**src/rtl/demux4_pkg.sv**
```systemverilog
`default_nettype none
// ============================================================================
// Module  : demux4_pkg
// Purpose : Shared lane count, lane-select type and slot state encoding
//           for the 1-to-4 demultiplexing router.
// Rev     : 1.0  initial release
// ============================================================================
package demux4_pkg;

  localparam int NUM_LANES = 4;

  typedef logic [1:0] lane_sel_t;

  typedef enum logic {
    SLOT_EMPTY = 1'b0,
    SLOT_FULL  = 1'b1
  } slot_state_t;

endpackage : demux4_pkg
`default_nettype wire

```
**src/rtl/demux4_slot.sv**
```systemverilog
`default_nettype none
// ============================================================================
// Module  : demux4_slot
// Purpose : One output lane of the router.
//           - 1-entry holding slot with a valid/ready handshake.
//           - Counter of beats loaded into the slot.
//           A load wins over a drain in the same cycle, so a draining slot
//           can be refilled without a bubble.
// Rev     : 1.0  initial release
// ============================================================================
module demux4_slot
  import demux4_pkg::*;
#(
  parameter int W     = 8,
  parameter int CNT_W = 8
) (
  input  logic             clk,
  input  logic             rst,
  input  logic             load,
  input  logic [W-1:0]     data_in,
  input  logic             ready,
  output logic             valid,
  output logic [W-1:0]     data_out,
  output logic [CNT_W-1:0] cnt
);

  localparam logic [CNT_W-1:0] CNT_ONE = {{(CNT_W-1){1'b0}}, 1'b1};

  slot_state_t        r_state;
  logic [W-1:0]       r_data;
  logic [CNT_W-1:0]   r_cnt;

  // Slot occupancy, payload and accepted-beat count; load overrides drain.
  always_ff @(posedge clk or posedge rst) begin
    if (rst) begin
      r_state <= SLOT_EMPTY;
      r_data  <= '0;
      r_cnt   <= '0;
    end else if (load) begin
      r_state <= SLOT_FULL;
      r_data  <= data_in;
      r_cnt   <= r_cnt + CNT_ONE;
    end else if ((r_state == SLOT_FULL) && ready) begin
      r_state <= SLOT_EMPTY;
    end
  end

  assign valid    = (r_state == SLOT_FULL);
  assign data_out = r_data;
  assign cnt      = r_cnt;

endmodule : demux4_slot
`default_nettype wire

```
**src/rtl/demux4_router.sv**
```systemverilog
`default_nettype none
// ============================================================================
// Module  : demux4_router
// Purpose : Sequential 1-to-4 demultiplexer.
//           - A single valid/ready input stream is steered by in_sel into
//             one of four registered lanes.
//           - Each lane has its own handshake.
//           - Only the addressed lane gates acceptance, so a stalled lane
//             never blocks traffic to the others.
// Rev     : 1.0  initial release
// ============================================================================
module demux4_router
  import demux4_pkg::*;
#(
  parameter int W     = 8,
  parameter int CNT_W = 8
) (
  input  logic                            clk,
  input  logic                            rst,
  input  logic                            in_valid,
  output logic                            in_ready,
  input  logic [W-1:0]                    in_data,
  input  lane_sel_t                       in_sel,
  output logic [NUM_LANES-1:0]            out_valid,
  input  logic [NUM_LANES-1:0]            out_ready,
  output logic [NUM_LANES-1:0][W-1:0]     out_data,
  output logic [NUM_LANES-1:0][CNT_W-1:0] acc_cnt,
  output logic [CNT_W-1:0]                stall_cnt
);

  localparam logic [CNT_W-1:0] CNT_ONE = {{(CNT_W-1){1'b0}}, 1'b1};

  logic                 accept;
  logic [NUM_LANES-1:0] load;
  logic [CNT_W-1:0]     r_stall_cnt;

  // The addressed slot can take a beat when it is empty or being drained
  // this cycle; reset masks acceptance so nothing slips in during reset.
  assign in_ready = ~rst & (~out_valid[in_sel] | out_ready[in_sel]);
  assign accept   = in_valid & in_ready;

  generate
    for (genvar g = 0; g < NUM_LANES; g++) begin : g_lane
      assign load[g] = accept & (in_sel == lane_sel_t'(g));

      demux4_slot #(
        .W     (W),
        .CNT_W (CNT_W)
      ) u_slot (
        .clk      (clk),
        .rst      (rst),
        .load     (load[g]),
        .data_in  (in_data),
        .ready    (out_ready[g]),
        .valid    (out_valid[g]),
        .data_out (out_data[g]),
        .cnt      (acc_cnt[g])
      );
    end
  endgenerate

  // Count producer cycles lost to a full, non-draining destination lane.
  always_ff @(posedge clk or posedge rst) begin
    if (rst) begin
      r_stall_cnt <= '0;
    end else if (in_valid && !in_ready) begin
      r_stall_cnt <= r_stall_cnt + CNT_ONE;
    end
  end

  assign stall_cnt = r_stall_cnt;

endmodule : demux4_router
`default_nettype wire
```
**config.mk**
```make
export PLATFORM = sky130hd
export DESIGN_NAME = demux4_router
export DESIGN_NICKNAME = d
export VERILOG_FILES = /design/src/rtl/demux4_pkg.sv /design/src/rtl/demux4_slot.sv /design/src/rtl/demux4_router.sv
export SDC_FILE = /design/constraint.sdc
export NUM_CORES = 1
export LEC_CHECK = 0
export CORE_ASPECT_RATIO = 0.8
export CORE_MARGIN = 8
export CORE_UTILIZATION = 25
export CTS_BUF_LIST = sky130_fd_sc_hd__clkbuf_2
export DETAILED_ROUTE_END_ITERATION = 10
export DONT_BUFFER_PORTS = 1
export GPL_ROUTABILITY_DRIVEN = 0
export SKIP_CTS_REPAIR_TIMING = 1
export SLEW_MARGIN = 20
export SYNTH_ARGS = -nofsm -noshare
export SYNTH_HDL_FRONTEND = slang
export SYNTH_SLANG_ARGS = --single-unit
```
**constraint.sdc**
```tcl
create_clock -name clk -period 5.62 [get_ports clk]
set_input_delay 0.562 -clock clk [delete_from_list [all_inputs] [get_ports clk]]
set_output_delay 0.562 -clock clk [all_outputs]
set_load 0.01 [all_outputs]
```
# Word-level counts from Yosys, hierarchy flattened

Index checks and enable logic that the tools add are counted.

Flip-flop bits (word level): 76
Output and inout bits: 77
Word-level logic and storage cells: 54

$add $sub $neg: 5
Magnitude comparators: 1
Eq/ne operators: 3
Muxes and demuxes: 12
Bitwise gates (word level): 9
Reductions and logical operators: 11

Operators by type and width:

| kind                                                | number |
|---|---|
| adder 8 x 1 -> 8 bit, second input constant         | 5 |
| two-way mux 1 bit                                   | 10 |
| nonzero test 2 bit                                  | 4 |
| AND 1 bit                                           | 6 |
| logical AND 1 bit                                   | 5 |
| binary-select mux 1 bit (select 2 bit)              | 2 |
| equality test 2 bit, second input constant          | 2 |
| < comparator 2 x 3 -> 1 bit, second input constant  | 1 |
| equality test 2 x 1 -> 1 bit, second input constant | 1 |
| zero test 2 bit                                     | 1 |
| NOT 1 bit                                           | 2 |
| zero test 1 bit                                     | 1 |
| bitwise OR 1 bit                                    | 1 |

# Longest topological paths before layout

Gate-level depths: netlist of run 1.

Depth in word-level cells: 8
Depth in mapped cells: 5
Depth with buffers taken out: 4

# Cells and area by module

A second synthesis of run 1 with hierarchy kept.

Cell total of the unflattened synthesis: 239
Area, all modules: 3,241.9 µm²

Modules (own cells, without submodules):

| module        | times used | cells an instance | area an instance (µm²) | sequential area each (µm²) |
|---|---|---|---|---|
| demux4_slot   | 4          | 48                | 686.9                  | 425.4 |
| demux4_router | 1          | 47                | 494.2                  | 200.2 |

# Worst setup path after synthesis of run 1

Ideal clock, no wire load.

Path type: input-to-output
Start: in rst
End: out in_ready
Arrival: 2,910 ps
Required time: 5,058 ps
Setup slack: 2,148 ps
Stages: 3
Path buffers: 0
Cells stage by stage: inv_1 o221a_2 and2_1

Cells in the longest elaborated chain, start to end: 2

RTL lines:

| item            | RTL line            | RTL |
|---|---|---|
| start, declared | demux4_router.sv:19 | `input logic rst,` |
| NOT 1 bit       | demux4_router.sv:39 | `assign in_ready = ~rst & (~out_valid[in_sel] \| out_ready[in_sel]);` |
| AND 1 bit       | demux4_router.sv:39 |  |
| end, declared   | demux4_router.sv:21 | `output logic in_ready,` |

Every way passes these cells.

# Worst setup path after layout of run 1

Start: reg g_lane[0].u_slot.r_state
End: out in_ready

Cells in the longest elaborated chain, start to end: 5

RTL lines:

| item                                    | RTL line            | RTL |
|---|---|---|
| start, declared                         | demux4_slot.sv:29   | `slot_state_t r_state;` |
| start signal, assigned                  | demux4_slot.sv:36   | `r_state <= SLOT_EMPTY;` |
| start signal, assigned                  | demux4_slot.sv:40   | `r_state <= SLOT_FULL;` |
| start signal, assigned                  | demux4_slot.sv:44   | `r_state <= SLOT_EMPTY;` |
| binary-select mux 1 bit (select 2 bit)  | demux4_router.sv:39 |  |
| two-way mux 1 bit (implied by the code) | demux4_router.sv:39 |  |
| NOT 1 bit                               | demux4_router.sv:39 |  |
| bitwise OR 1 bit                        | demux4_router.sv:39 |  |
| AND 1 bit                               | demux4_router.sv:39 |  |

Every way passes these cells. The select of a mux whose other input is x is not followed.

==> impl_metrics.csv, run 1 <==
group,metric,value,unit
clock_network,root_buffer,"clkbuf_2",
timing,rsz0062_at_grt,"no",
clock_network,numCtsBuffers,9,
logic_synthesis,synth_compound_area_share,2.87,%
clock_network,htreeDepth,3,
final_layout,nets,301,
drt,wl,8000,um
drt,via_per_inst,4.39,
drt,ant_nets,0,
clock_network,cts.sinks,76,
global_route,grt_first_pass_wirelength,12600,um
floorplanning,fp-row-count,37,
status,outcome,"finished clean",
min_path,hp-class,"in -> async",
final_layout,diodes,0,
power_and_ir_drop,seqPwrFrac,60.8,%
logic_synthesis,netlist_area,3270,um^2
timing,tns,0,ns
global_route,grt_pass1_vias,2125,
setup_path,worst-path-max-fanout,8,
final_layout,fillerInstances,1349,
global_route,grt_max_degree,77,
floorplanning,die_area,17000,um^2
drt,vias,2017,
timing,setup_violations,0,
timing,worst_pin_slew,0.903,ns
logic_synthesis,yosysUniqueCellTypes,34,
placed_design,portBuffers,0,
clock_network,clkTransAtPathRegs,0.20,ns
logic_synthesis,netlist_instances,278,
floorplanning,die_h,118,um
clock_network,cts_tree,"yes",
setup_path,worstPathRequired,5.06,ns
floorplanning,dieWidth,144,um
logic_synthesis,ys_warn_count,0,
setup_path,endpoint_kind,"primary output",
logic_synthesis,muxShareOfSynthArea,6.54,%
timing,min_period_over_period,42.9,%
power_and_ir_drop,powerDensity,404,nW/um^2
logic_synthesis,yosysSeqAreaShare,58.1,%
timing,worst_hold_slack,0.0959,ns
placed_design,placed_area,3430,um^2
global_route,grt_usage,9.72,%
drt,drtIter0Drc,63,
power_and_ir_drop,p_int,0.951,mW
final_layout,syn2layout_area_growth,9.83,%
final_layout,multi_input_area,1280,um^2
power_and_ir_drop,net-switching-power,0.501,mW
logic_synthesis,synthSimpleGateAreaFrac,18.3,%
floorplanning,pin_count,94,
timing,finalCriticalPeriod,2.41,ns
power_and_ir_drop,clockPowerShare,26.3,%
power_and_ir_drop,power_frac_comb,12.9,%
clock_network,cts_buffer_depth,2,
final_layout,drive_gt1_share,15.8,%
setup_path,crit_path_start_kind,"flip-flop",
timing,fmax,415,MHz
final_layout,finish.instance_area,3590,um^2
power_and_ir_drop,netSwitchingFraction,34.5,%
global_route,overflow,0,
placed_design,hpwlAfterDp,5750,um
timing,clock_skew,0.0105,ns
timing,slew_headroom,39.8,%
logic_synthesis,syn-num-nets,300,
logic_synthesis,synth_adder_area_share,1.91,%
final_layout,layout_commonest_cell,"dfrtp_1",
job,drv_cap,0,
drt,detail_route.first_pass.iterations,4,
power_and_ir_drop,p_leak,1.62,nW
logic_synthesis,synth_top_family_by_area,"simple AND/OR/NAND/NOR gates",
global_route,antenna_found_initial,0,
final_layout,final_cell_mix,"dfrtp_1 (76), nand2_1 (64), xnor2_1 (24)",
logic_synthesis,syn_avg_cell_area,11.8,um^2
timing,drv_slew,0,
logic_synthesis,synth_xor_area_share,9.37,%
logic_synthesis,synth-seq-cells,76,
setup_path,arrival,1.85,ns
final_layout,register_area,1900,um^2
drt,route.detailed.drc,0,
setup_path,critPathKind,"reg -> out",
power_and_ir_drop,ir_drop,0.000150,V
floorplanning,start_util,25.5,%
floorplanning,coreArea,12800,um^2
drt,wl_per_cell,17.4,um
timing,finalHoldViolCount,0,
clock_network,clock_latency,0.51,ns
[cell usage after synthesis (all sizes together)]
cell type	count	area (um^2)
dfrtp	76	1900
nand2	64	240
xnor2	24	210
mux2	19	214
nand4	18	113
xor2	11	96.3
buf	8	58.8
inv	6	22.5
nand3	6	30.0
ha	5	62.6
and3	4	25.0
nor3	4	20.0
a211oi	3	22.5
and2	3	18.8
clkbuf	3	11.3
nand2b	3	18.8
nor3b	3	50.1
a21oi	2	10.0
and4	2	17.5
nor2b	2	12.5
or2	2	12.5
a2111oi	1	27.5
a21boi	1	7.51
a21o	1	15.0
and3b	1	8.76
nand3b	1	7.51
nor2	1	3.75
nor4	1	6.26
o221a	1	11.3
or3	1	6.26
or3b	1	8.76
[worst paths after layout]
path	end	cells past startpoint	startpoint	slack [ns]
max reg2reg	g_lane[0].u_slot.data_out[3]$_DFFE_PP0P_	3	g_lane[0].u_slot.valid$_DFFE_PP0P_	3.69
min	g_lane[3].u_slot.valid$_DFFE_PP0P_	2	rst	0.1
max	in_ready	3	g_lane[0].u_slot.valid$_DFFE_PP0P_	3.21
max in group asynchronous	g_lane[1].u_slot.data_out[2]$_DFFE_PP0P_	2	rst	5.05
min in group clk	g_lane[3].u_slot.data_out[1]$_DFFE_PP0P_	2	in_data[1]	0.13
min reg2reg	g_lane[2].u_slot.cnt[7]$_DFFE_PP0P_	1	g_lane[2].u_slot.cnt[7]$_DFFE_PP0P_	0.55
[cells by family after synthesis]
kind of cell,count (synthesis)
buffers and inverters,17
AOI/OAI and AO/OA,9
DFF,76
muxes,19
and+or+nand+nor,117
adders and majority gates,5
xor gates and xnor gates,35
[sequential cells by signal (all words and copies together) (netlist names)]
register / flops
stall_cnt: 8
g_lane.u_slot.data_out: 32
g_lane.u_slot.valid: 4
g_lane.u_slot.cnt: 32
[stage by stage]
stage | instances | total power, mW | worst slack [ns] | util, %
global route | 459 | 1.55 | 3.04 | 28.0
finish | 459 | 1.45 | 3.21 | 28.0
CTS | 459 | 1.49 | 3.08 | 28.0
floorplan | 278 | 1.00 | 2.15 | -
global placement | 443 | 1.08 | 3.36 | 26.7
detailed placement | 443 | 1.09 | 3.34 | 26.7
[critical path, stage by stage (launching register included)]
cell and delay, ns:
dfrtp_1 0.48, or3b_1 0.39, a21o_4 0.27, and2_1 0.20
[metal layers]
layer | share of wire, % | global-route usage, %
met5 | 0 | 0
met3 | 13 | 6.07
met1 | 40 | 11.2
met2 | 46 | 14.6
met4 | 0.74 | 2.95
[area by class of cell]
| type | count | area share, % |
|---|---|---|
| multi-input cells | 185 | 35.5 |
| clock inverters | 7 | 3.20 |
| flip-flops and latches | 76 | 52.9 |
| inverters | 6 | 0.662 |
| repair buffers | 1 | 0.313 |
| well taps | 175 | 6.10 |
| clock buffers | 9 | 1.25 |
[power groups by stage]
stage,logic [mW],registers (mW),clock network (mW)
6_report,0.187,0.883,0.381
5_1_grt,0.215,0.912,0.425
4_1_cts,0.191,0.890,0.405
3_5_place_dp,0.193,0.899,0
3_3_place_gp,0.182,0.895,0
2_1_floorplan,0.164,0.840,0
No activity file was read; power rests on OpenSTA's default activity.
==> inputs of run 2 (changes only) <==
clock period = 2.1 ns   (was 5.62 ns; I/O delays follow)
==> impl_metrics.csv, run 2 (synthesis results as in run 1) <==
group,metric,value,unit
power_and_ir_drop,p_leak,1.71,nW
drt,ant_nets,0,
setup_path,critPathKind,"reg -> out",
timing,clock_skew,0.0177,ns
floorplanning,pin_count,94,
clock_network,cts_tree,"yes",
clock_network,clkTransAtPathRegs,0.22,ns
clock_network,root_buffer,"clkbuf_2",
clock_network,clock_latency,0.52,ns
setup_path,arrival,1.75,ns
power_and_ir_drop,seqPwrFrac,62.7,%
floorplanning,coreArea,12800,um^2
setup_path,worst-path-max-fanout,6,
setup_path,slowest_stage,"dfrtp_2",
final_layout,syn2layout_area_growth,16.3,%
final_layout,fillerInstances,1320,
timing,finalHoldViolCount,0,
drt,wl,8430,um
drt,vias,2116,
timing,slew_headroom,35.0,%
power_and_ir_drop,p_int,2.35,mW
timing,rsz0062_at_grt,"no",
job,drv_cap,0,
global_route,grt_pass1_vias,2177,
floorplanning,fp-row-count,37,
drt,wl_per_cell,17.4,um
clock_network,cts_buffer_depth,2,
drt,drtIter0Drc,55,
floorplanning,die_area,17000,um^2
final_layout,drive_gt1_share,18.8,%
global_route,grt_first_pass_wirelength,12800,um
setup_path,crit_path_start_kind,"flip-flop",
clock_network,cts.sinks,76,
global_route,grt_usage,9.77,%
power_and_ir_drop,clockPowerShare,22.5,%
timing,fmax,511,MHz
clock_network,numCtsBuffers,9,
global_route,antenna_found_initial,0,
placed_design,placedCellCount,449,
floorplanning,die_h,118,um
timing,setup_violations,0,
setup_path,regToRegSetupSlack,0.32,ns
timing,worst_hold_slack,0.0784,ns
placed_design,portBuffers,0,
timing,finalCriticalPeriod,1.96,ns
power_and_ir_drop,powerDensity,989,nW/um^2
final_layout,finish.instance_area,3800,um^2
status,outcome,"finished clean",
final_layout,nets,326,
setup_path,slowest_delay,0.46,ns
power_and_ir_drop,power_frac_comb,14.8,%
power_and_ir_drop,ir_drop,0.000461,V
timing,worst_pin_slew,0.974,ns
setup_path,endpoint_kind,"primary output",
timing,setup_slack,0.142,ns
final_layout,final_cells,484,
setup_path,cp_cell_sequence,"or3b_1, a21o_4, and2_4",
power_and_ir_drop,netSwitchingFraction,37.5,%
power_and_ir_drop,net-switching-power,1.41,mW
global_route,grt_max_degree,77,
power_and_ir_drop,finalPower,3.76,mW
placed_design,dp_slack,0.391,ns
floorplanning,start_util,25.5,%
clock_network,htreeDepth,3,
drt,detail_route.first_pass.iterations,4,
setup_path,worstPathRequired,1.89,ns
global_route,overflow,0,
placed_design,hpwlAfterDp,5810,um
floorplanning,dieWidth,144,um
timing,min_period_over_period,93.2,%
final_layout,final_cell_mix,"dfrtp_1 (74), nand2_1 (64), xnor2_1 (24)",
drt,via_per_inst,4.37,
min_path,hp-class,"in -> reg",
final_layout,layout_commonest_cell,"dfrtp_1",
drt,route.detailed.drc,0,
timing,drv_slew,0,
placed_design,placed_area,3490,um^2
final_layout,diodes,0,
==> run 2: cell count changes in the layout (fill, tap and decap cells not counted), moves of 2 or more <==
cell           change
buf_4              +9
bufinv_16          -2
clkinv_2           -2
dfrtp_1            -2
dlygate4sd3_1     +17
dfrtp_2            +2
clkinvlp_4         +2
==> run 2: cell type report <==
class	instances	area [um^2]	area share [%]
flip-flops and latches	76	1900	50.0
multi-input cells	185	1300	34.1
repair buffers	26	238	6.25
well taps	175	219	5.75
clock inverters	7	75.1	1.97
clock buffers	9	45.0	1.18
inverters	6	26.3	0.691
==> run 2: final timing paths <==
kind	end	cells past startpoint	startpoint
setup / recovery	in_ready	3	g_lane[0].u_slot.valid$_DFFE_PP0P_
hold reg to reg	g_lane[2].u_slot.cnt[7]$_DFFE_PP0P_	1	g_lane[2].u_slot.cnt[7]$_DFFE_PP0P_
max in group asynchronous	g_lane[0].u_slot.valid$_DFFE_PP0P_	3	rst
min in group asynchronous	g_lane[3].u_slot.valid$_DFFE_PP0P_	3	rst
setup reg to reg	stall_cnt[6]$_DFFE_PP0P_	5	g_lane[0].u_slot.valid$_DFFE_PP0P_
hold / removal	g_lane[3].u_slot.cnt[0]$_DFFE_PP0P_	2	in_sel[1]
==> run 2: stage by stage <==
| stage | TNS, ns | utilization [%] |
|---|---|---|
| after global placement | 0 | 27.2 |
| final | 0 | 29.7 |
| after global routing | 0 | 29.7 |
| after floorplan | -0.417 | - |
| after detailed placement | 0 | 27.2 |
| after CTS | -0.0682 | 28.2 |
==> run 2: critical path, delay by kind of cell, from the launching register on <==
kind            cells  cell delay, ns
simple gates        2            0.54
flops               1            0.46
compound gates      1            0.23
==> run 2: per-layer routing <==
layer	part of all wire [%]	global-route usage, %	vias up
li1	-	-	991
met1	43	11.3	1038
met2	44	14.7	77
met3	13	6.07	10
met4	1.2	2.95	0
met5	0	0	-
==> run 2: power groups by stage <==
| stage | Combinational, mW | Clock, mW | Sequential [mW] |
|---|---|---|---|
| 6_report | 0.557 | 0.846 | 2.36 |
| 5_1_grt | 0.654 | 0.947 | 2.43 |
| 4_1_cts | 0.529 | 0.895 | 2.37 |
| 3_5_place_dp | 0.529 | 0 | 2.40 |
| 3_3_place_gp | 0.499 | 0 | 2.39 |
| 2_1_floorplan | 0.452 | 0 | 2.25 |
